===== config.mk =====
export PLATFORM = sky130hd
export DESIGN_NAME = muldiv_unit
export DESIGN_NICKNAME = d
export VERILOG_FILES = /design/src/rtl/muldiv_pkg.sv /design/src/rtl/muldiv_signfix.sv /design/src/rtl/muldiv_unit.sv
export SDC_FILE = /design/constraint.sdc
export NUM_CORES = 1
export LEC_CHECK = 0
export BUFFER_PORTS_ARGS = -buffer_cell sky130_fd_sc_hd__buf_2
export CAP_MARGIN = 20
export CORE_MARGIN = 4
export CORE_UTILIZATION = 52
export CTS_CLUSTER_DIAMETER = 30
export CTS_CLUSTER_SIZE = 24
export DETAILED_ROUTE_END_ITERATION = 8
export PLACE_DENSITY = 0.86
export REMOVE_ABC_BUFFERS = 1
export SKIP_CTS_REPAIR_TIMING = 1
export SLEW_MARGIN = 20
export SYNTH_ARGS = -nofsm -noshare
export SYNTH_HDL_FRONTEND = slang
export SYNTH_SLANG_ARGS = --single-unit

===== constraint.sdc =====
create_clock -name clk -period 3.48 [get_ports clk]
set_clock_uncertainty 0.2 [all_clocks]
set_input_delay 0.348 -clock clk [delete_from_list [all_inputs] [get_ports clk]]
set_output_delay 0.348 -clock clk [all_outputs]
set_load 0.05 [all_outputs]

===== src/rtl/muldiv_pkg.sv =====
// rtl/muldiv_pkg.sv - shared encodings for the HI/LO multiply/divide unit (divide ops live only with MULDIV_DIV_EN)
package muldiv_pkg;

  typedef enum logic [1:0] {
    OP_MULT  = 2'd0,
    OP_MULTU = 2'd1,
    OP_DIV   = 2'd2,
    OP_DIVU  = 2'd3
  } op_e;

  typedef enum logic [1:0] {
    ST_IDLE = 2'd0,
    ST_RUN  = 2'd1,
    ST_FIX  = 2'd2
  } state_e;

  // Counter value of the final radix-2 step.
  localparam int LAST_ITER = 31;

endpackage


===== src/rtl/muldiv_signfix.sv =====
// rtl/muldiv_signfix.sv - conditional two's-complement negate (absolute value when neg is the sign bit)
module muldiv_signfix #(
  parameter int WIDTH = 32
) (
  input  logic [WIDTH-1:0] a,
  input  logic             neg,
  output logic [WIDTH-1:0] y
);

  // Negate when asked; 0x80..0 maps to itself, which reads correctly as an unsigned magnitude.
  always_comb begin
    y = neg ? (~a + 1'b1) : a;
  end

endmodule


===== src/rtl/muldiv_unit.sv =====
// rtl/muldiv_unit.sv - iterative MIPS HI/LO multiply/divide unit; divide datapath compiled in only with MULDIV_DIV_EN
module muldiv_unit
  import muldiv_pkg::*;
#(
  parameter int WIDTH = 32,
  parameter int CNT_W = 5
) (
  input  logic             clk,
  input  logic             rst_n,
  input  logic             start,
  input  logic [1:0]       op,
  input  logic [WIDTH-1:0] rs_data,
  input  logic [WIDTH-1:0] rt_data,
  input  logic             mthi,
  input  logic             mtlo,
  input  logic [WIDTH-1:0] wdata,
  output logic             busy,
  output logic             done,
  output logic [WIDTH-1:0] hi,
  output logic [WIDTH-1:0] lo
);

  state_e             state;
  logic [CNT_W-1:0]   cnt;
  // Multiply: {partial product, remaining multiplier bits}. Divide: {partial remainder, quotient/dividend bits}.
  logic [2*WIDTH-1:0] acc;
  logic [2*WIDTH-1:0] acc_next;
  logic [2*WIDTH-1:0] prod_fix;
  logic [WIDTH-1:0]   opnd;
  logic [WIDTH-1:0]   rs_abs;
  logic [WIDTH-1:0]   rt_abs;
  logic [WIDTH:0]     mul_sum;
  logic               neg_res;
  logic               op_signed;
  logic               op_ok;

  assign op_signed = (op == OP_MULT) || (op == OP_DIV);

  muldiv_signfix #(.WIDTH(WIDTH)) u_abs_rs (
    .a   (rs_data),
    .neg (op_signed & rs_data[WIDTH-1]),
    .y   (rs_abs)
  );

  muldiv_signfix #(.WIDTH(WIDTH)) u_abs_rt (
    .a   (rt_data),
    .neg (op_signed & rt_data[WIDTH-1]),
    .y   (rt_abs)
  );

  muldiv_signfix #(.WIDTH(2*WIDTH)) u_fix_prod (
    .a   (acc),
    .neg (neg_res),
    .y   (prod_fix)
  );

`ifdef MULDIV_DIV_EN
  logic             is_div;
  logic             neg_rem;
  logic             div_by_zero;
  logic [WIDTH-1:0] raw_rs;
  logic [WIDTH-1:0] quo_fix;
  logic [WIDTH-1:0] rem_fix;
  logic [WIDTH:0]   div_shift;
  logic [WIDTH:0]   div_diff;

  assign op_ok = 1'b1;

  muldiv_signfix #(.WIDTH(WIDTH)) u_fix_quo (
    .a   (acc[WIDTH-1:0]),
    .neg (neg_res),
    .y   (quo_fix)
  );

  muldiv_signfix #(.WIDTH(WIDTH)) u_fix_rem (
    .a   (acc[2*WIDTH-1:WIDTH]),
    .neg (neg_rem),
    .y   (rem_fix)
  );
`else
  // Without the divide datapath, DIV/DIVU requests are simply not accepted.
  assign op_ok = ~op[1];
`endif

  // One radix-2 step: shift-add for multiply, restoring subtract for divide.
  always_comb begin
    mul_sum  = {1'b0, acc[2*WIDTH-1:WIDTH]} + (acc[0] ? {1'b0, opnd} : '0);
    acc_next = {mul_sum, acc[WIDTH-1:1]};
`ifdef MULDIV_DIV_EN
    div_shift = acc[2*WIDTH-1:WIDTH-1];
    div_diff  = div_shift - {1'b0, opnd};
    if (is_div) begin
      if (div_diff[WIDTH]) begin
        acc_next = {div_shift[WIDTH-1:0], acc[WIDTH-2:0], 1'b0};
      end else begin
        acc_next = {div_diff[WIDTH-1:0], acc[WIDTH-2:0], 1'b1};
      end
    end
`endif
  end

  // Control FSM plus HI/LO ownership: accept in IDLE, iterate in RUN, sign-correct and write in FIX.
  always_ff @(posedge clk) begin
    if (!rst_n) begin
      state   <= ST_IDLE;
      busy    <= 1'b0;
      done    <= 1'b0;
      cnt     <= '0;
      hi      <= '0;
      lo      <= '0;
      acc     <= '0;
      opnd    <= '0;
      neg_res <= 1'b0;
`ifdef MULDIV_DIV_EN
      is_div      <= 1'b0;
      neg_rem     <= 1'b0;
      div_by_zero <= 1'b0;
      raw_rs      <= '0;
`endif
    end else begin
      done <= 1'b0;
      case (state)
        ST_IDLE: begin
          if (start && op_ok) begin
            state   <= ST_RUN;
            busy    <= 1'b1;
            cnt     <= '0;
            acc     <= {{WIDTH{1'b0}}, rs_abs};
            opnd    <= rt_abs;
            neg_res <= op_signed & (rs_data[WIDTH-1] ^ rt_data[WIDTH-1]);
`ifdef MULDIV_DIV_EN
            is_div      <= op[1];
            neg_rem     <= op_signed & rs_data[WIDTH-1];
            div_by_zero <= (rt_data == '0);
            raw_rs      <= rs_data;
`endif
          end else begin
            if (mthi) hi <= wdata;
            if (mtlo) lo <= wdata;
          end
        end
        ST_RUN: begin
          acc <= acc_next;
          cnt <= cnt + 1'b1;
          if (cnt == CNT_W'(LAST_ITER)) state <= ST_FIX;
        end
        ST_FIX: begin
          state <= ST_IDLE;
          busy  <= 1'b0;
          done  <= 1'b1;
          cnt   <= '0;
`ifdef MULDIV_DIV_EN
          if (is_div) begin
            if (div_by_zero) begin
              hi <= raw_rs;
              lo <= '1;
            end else begin
              hi <= rem_fix;
              lo <= quo_fix;
            end
          end else begin
            {hi, lo} <= prod_fix;
          end
`else
          {hi, lo} <= prod_fix;
`endif
        end
        default: begin
          state <= ST_IDLE;
          busy  <= 1'b0;
        end
      endcase
    end
  end

endmodule


=== Yosys cells after proc, flatten, opt, wreduce, memory -nomap -nowiden ===
Cells that the tools add are included.

* Word-level logic and storage cells: 66
* Output and inout port bits: 66
* Bits in registers: 170
* Input port bits: 103

* Bitwise operators: 9
* Equality and inequality tests: 9
* Multiplexer cells: 20
* Reductions and logical operators: 14
* Add/subtract/negate cells: 5

{| class="wikitable"
|+ Operators with widths
! cell !! number
|-
| 2-to-1 mux 32 bit || 7
|-
| 2-to-1 mux 64 bit || 2
|-
| case mux 32 bit (2 select lines) || 2
|-
| case mux 64 bit (2 select lines) || 1
|-
| adder 32 x 1 -> 32 bit (second input constant) || 2
|-
| adder 64 x 1 -> 64 bit (second input constant) || 1
|-
| inverter 32 bit || 2
|-
| inverter 64 bit || 1
|-
| adder 32 x 32 -> 33 bit || 1
|-
| case mux 5 bit (3 select lines) || 1
|-
| != test 2 bit (second input constant) || 5
|-
| AND reduction 2 bit || 5
|-
| AND reduction 3 bit || 2
|-
| adder 5 x 1 -> 5 bit (second input constant) || 1
|-
| equality test 5 bit (second input constant) || 1
|-
| 2-to-1 mux 5 bit || 1
|-
| equality test 2 bit (second input constant) || 2
|-
| logical NOT 2 bit || 2
|-
| 2-to-1 mux 2 bit || 2
|-
| case mux 2 bit (2 select lines) || 1
|-
| nonzero test 2 bit || 2
|-
| AND 1 bit || 3
|-
| nonzero test 3 bit || 1
|-
| equality test 2 x 1 -> 1 bit (second input constant) || 1
|-
| 6 further kinds || 8
|}

=== Longest topological paths before layout ===
* Word-level depth: 6
* Depth in mapped cells: 14
* Gate-level depth less buffers: 12

=== Cells and area by module ===
A second synthesis with hierarchy kept.

* Cells, all modules: 1513
* Area, all modules: 11898.9 um^2

{| class="wikitable"
|+ Modules (own cells, without submodules)
! module !! area an instance (um^2) !! sequential area each (um^2) !! times used !! cells an instance
|-
| muldiv_unit || 8695.8 || 3403.3 || 1 || 1109
|-
| muldiv_signfix at u_fix_prod || 1649.1 || 0.0 || 1 || 206
|-
| muldiv_signfix at u_abs_rs ... || 777.0 || 0.0 || 2 || 99
|}

=== Worst setup path before layout ===
Ideal clock, no wire load.

* Path type: reg2reg
* Start: register acc[0]
* End: register acc[61]
* Setup time: 0.062 ns
* Period minus slack after synthesis: 3.374 ns
* Arrival time: 3.112 ns
* Setup slack: 0.106 ns
* Buffers on the path: 2
* Cell stages (with the launch flop): 15
* Required time: 3.218 ns
* Path through: dfxtp_1 -> clkbuf_1 -> clkbuf_1 -> and2_1 -> ha_1 -> inv_1 -> fa_1 -> nand2b_1 -> a211oi_1 -> o2111ai_1 -> a21o_1 -> o2111ai_1 -> o211ai_1 -> or4_1 -> nand3_1

* Word-level cells in the longest chain between the ends: 3

{| class="wikitable"
|+ Ends and longest elaborated chain
! what !! line !! RTL
|-
| start, declared || muldiv_unit.sv:26 || <nowiki>logic [2*WIDTH-1:0] acc;</nowiki>
|-
| start signal, assigned || muldiv_unit.sv:128 || <nowiki>acc <= {{WIDTH{1'b0}}, rs_abs};</nowiki>
|-
| start signal, assigned || muldiv_unit.sv:143 || <nowiki>acc <= acc_next;</nowiki>
|-
| 2-to-1 mux 32 bit || muldiv_unit.sv:87 || <nowiki>mul_sum = {1'b0, acc[2*WIDTH-1:WIDTH]} + (acc[0] ? {1'b0, opnd} : '0);</nowiki>
|-
| adder 32 x 32 -> 33 bit || muldiv_unit.sv:87 ||
|-
| case mux 64 bit (2 select lines) || muldiv_unit.sv:122 || <nowiki>case (state)</nowiki>
|}

No other way between the ends.
A chain may end at the register's enable or synchronous reset.

=== Worst setup path in the final report ===
* Start: register acc[0]
* End: register acc[60]

Same word-level chain as after synthesis.

==> impl_metrics.py <==
metrics = {
    "min_path": {
        "min_to": "opnd[0]$_SDFFE_PN0P_",
        "min_path_type": "in -> reg",
        "holdPathStages": 3,
        "min_from": "rt_data[0]",
    },
    "logic_synthesis": {
        "yosys-top-cells-area": "dfxtp_1, a21oi_1, xor2_1",
        "yosysTopAreaCell": "dfxtp_1",
        "synth-edff-count": 0,
        "synth-seq-cells": 170,
        "async_reset_ff_frac": 0,
        "synth_top_area_frac": 0.312,
        "synth.avg_cell_area_um2": 7.62,
        "syn_inst": 1432,
        "synth_commonest_cells": "dfxtp_1, nor2_1, nand2_1",
        "ys_seq_area_frac": 0.312,
        "netlist-cell-type-count": 66,
        "synth.most_common_cell": "dfxtp_1",
        "synth_area_mm2": 0.0109,
        "ys.flop_type": "dfxtp_1",
        "yosysWarnings": 0,
    },
    "clock_tree": {
        "cts.sinks": 170,
        "numCtsBuffers": 17,
        "cts_tree": "yes",
        "clockRootBuffer": "clkbuf_16",
        "cts.clk_slew.worst_paths_ps": 70,
        "worstSkewPairLatency_ps": 440,
        "cts_max_path_buffers": 2,
        "h-tree-depth": 4,
    },
    "floorplan": {
        "core_region_area_mm2": 0.0204,
        "io_pins": 169,
        "die_y_um": 153,
        "die-width_um": 153,
        "start_util": 0.534,
        "row_count": 52,
        "dieArea_mm2": 0.0234,
    },
    "global_route": {
        "antenna_found_initial": 0,
        "grt_pass1_vias": 10500,
        "grt-ovfl-total": 0,
        "track_usage": 0.282,
        "grt_pass1_wl_um": 55100,
        "grt_max_degree": 70,
    },
    "worst_setup_path": {
        "critical_path_required_ps": 3590,
        "cp_cell_sequence": "buf_4 -> and2_1 -> ha_1 -> nand2_1 -> o21ai_0 -> a2111oi_2 -> buf_4 -> o21ai_0 -> a31oi_2 -> o41ai_1 -> xnor2_1 -> o21ai_0",
        "reg2reg_to": "acc[60]$_SDFFE_PN0P_",
        "cp_max_fo": 16,
        "reg2reg_slack_ps": 90,
        "cp_num_buf_inv": 2,
        "slowest_delay_ps": 480,
        "crit_family": "compound AO/OA/AOI/OAI gates",
        "crit_type": "reg -> reg",
        "slowest_stage": "o41ai_1",
        "ff2ff_path_depth": 12,
        "start_kind": "register",
        "endpoint_kind": "register",
        "critPathMostFrequentCell": "o21ai_0",
        "critPathArrivalTime_ps": 3510,
        "r2r_start": "acc[0]$_SDFFE_PN0P_",
    },
    "detailed_routing": {
        "wl_per_cell_um": 18.8,
        "drc_errors": 0,
        "vias_per_cell": 6.26,
        "drtIter0Drc": 1307,
        "wirelength_um": 34800,
        "via_count": 11600,
        "ant_nets": 0,
        "drt_first_pass_iters": 6,
    },
    "placement": {
        "placed_cell_area_mm2": 0.0121,
        "port-buffer-count": 168,
        "gp_congestion": 0.918,
        "dp_hpwl_um": 26100,
    },
    "run": {
        "drv_cap": 0,
    },
    "cells_and_area": {
        "post-route-util": 0.626,
        "fin_nets": 1711,
        "layout-drive-gt1-share": 0.175,
        "area_growth_syn_to_layout_pct": 17.2,
        "fin_area_mm2": 0.0128,
        "num_antenna_cells": 0,
    },
    "timing": {
        "finalSetupViolations": 0,
        "timing.final.crit_share": 0.975,
        "relSlewSlack": 0.327,
        "worst_slew_pin_slew_ps": 1010,
        "hold_viol": 0,
        "fin_crit_ps": 3390,
        "rsz0062_at_grt": "false",
        "drv_slew": 0,
        "max_freq_ghz": 0.295,
    },
    "outcome": {
        "status": "complete, no violations",
    },
    "power_and_ir_drop": {
        "p_per_area_mw_per_mm2": 402,
        "p_leak_nw": 5.16,
        "peakVddDrop_v": 0.000252,
    },
}
where the power goes:
group          total [W]  internal [W]  switching (W)
clock network    0.00195       0.00112       0.000830
logic            0.00103      0.000340       0.000692
registers        0.00215       0.00205      0.0000992
total            0.00514       0.00351        0.00162
placed cells by master, fill, tap and decap left out, drive strengths merged, types with 4 or more instances in the layout:
| cell type | synthesis | layout |
|---|---|---|
| inv | 23 | 25 |
| a21oi | 145 | 145 |
| xor2 | 78 | 78 |
| nor4 | 8 | 8 |
| nor2 | 158 | 158 |
| xnor2 | 61 | 61 |
| or3 | 16 | 16 |
| dfxtp | 170 | 170 |
| or2 | 6 | 6 |
| nor2b | 8 | 8 |
| a211oi | 49 | 49 |
| o2111ai | 4 | 4 |
| o31ai | 26 | 26 |
| nand2b | 15 | 15 |
| nand2 | 155 | 155 |
| a22oi | 32 | 32 |
| clkbuf | 89 | 21 |
| o41ai | 15 | 15 |
| o22ai | 5 | 5 |
| and3 | 8 | 8 |
| mux2i | 5 | 5 |
| o21ai | 90 | 90 |
| buf | 5 | 213 |
| clkinvlp | 0 | 4 |
| and2 | 31 | 31 |
| o21a | 4 | 4 |
| nor3 | 30 | 30 |
| o221ai | 15 | 15 |
| a21o | 12 | 12 |
| o211ai | 12 | 12 |
| nand4 | 8 | 8 |
| a31oi | 15 | 15 |
| nand3 | 33 | 33 |
| or4 | 16 | 16 |
| o21bai | 5 | 5 |
| o31a | 5 | 5 |
| ha | 37 | 37 |
area by class of cell:
cell class	count	area [um^2]
repair buffers	213	1220
multi-input cells	1145	7140
well taps	270	338
clock buffers	21	470
clock inverters	11	134
inverters	23	87.6
fillers	1750	7640
flip-flops and latches	170	3410
metal layers:
metal | wire (um) | share of wire | vias up | GRT usage
met3 | 3420 | 0.098 | 79 | 0.0591
met1 | 14800 | 0.43 | 5416 | 0.390
met5 | 0 | 0 | - | 0
li1 | - | - | 5463 | -
met4 | 1050 | 0.030 | 0 | 0.102
met2 | 15500 | 0.45 | 641 | 0.438
registers in the layout, indices dropped and copies added, names as in the netlist:
signal   flops
neg_res      1
state        2
hi          32
done         1
cnt          5
acc         64
lo          32
busy         1
opnd        32
through the flow:
stage	worst slack, ps	instances	setup TNS, ps	total power, W	hold WS, ps
final	86.3	1853	0	0.00514	12.5
after global routing	12.0	1853	0	0.00530	29.4
after CTS	38.6	1853	0	0.00512	-1.30
after detailed placement	67.5	1821	0	0.00320	239
after global placement	156	1821	0	0.00317	232
after floorplan	-4790	1338	-376560	0.00284	214
cells by family after synthesis:
| kind of cell | Yosys count | share of synthesized area |
|---|---|---|
| flops | 170 | 0.312 |
| mux | 5 | 0.00458 |
| fa+ha+maj | 38 | 0.0442 |
| buf+inv | 117 | 0.0402 |
| xor+xnor | 139 | 0.112 |
| simple gates | 502 | 0.217 |
| compound gates | 461 | 0.271 |
worst register-to-register path: stages (launching register included):
cell,delay (ps)
dfxtp_2,350
buf_4,190
and2_1,180
ha_1,370
nand2_1,70
o21ai_0,360
a2111oi_2,110
buf_4,160
o21ai_0,350
a31oi_2,200
o41ai_1,480
xnor2_1,170
o21ai_0,80
how the worst max path moves through the flow:
stage	startpoint	to	slack [ps]	cells after the start
floorplan	op[1]	acc[33]$_SDFFE_PN0P_	-4790	4
global placement	acc[0]$_SDFFE_PN0P_	acc[56]$_SDFFE_PN0P_	160	12
detailed placement	acc[0]$_SDFFE_PN0P_	acc[56]$_SDFFE_PN0P_	70	12
CTS	acc[0]$_SDFFE_PN0P_	acc[56]$_SDFFE_PN0P_	40	12
global route	acc[0]$_SDFFE_PN0P_	acc[60]$_SDFFE_PN0P_	10	12
finish	acc[0]$_SDFFE_PN0P_	acc[60]$_SDFFE_PN0P_	90	12
No activity file was read; power rests on OpenSTA's default activity.
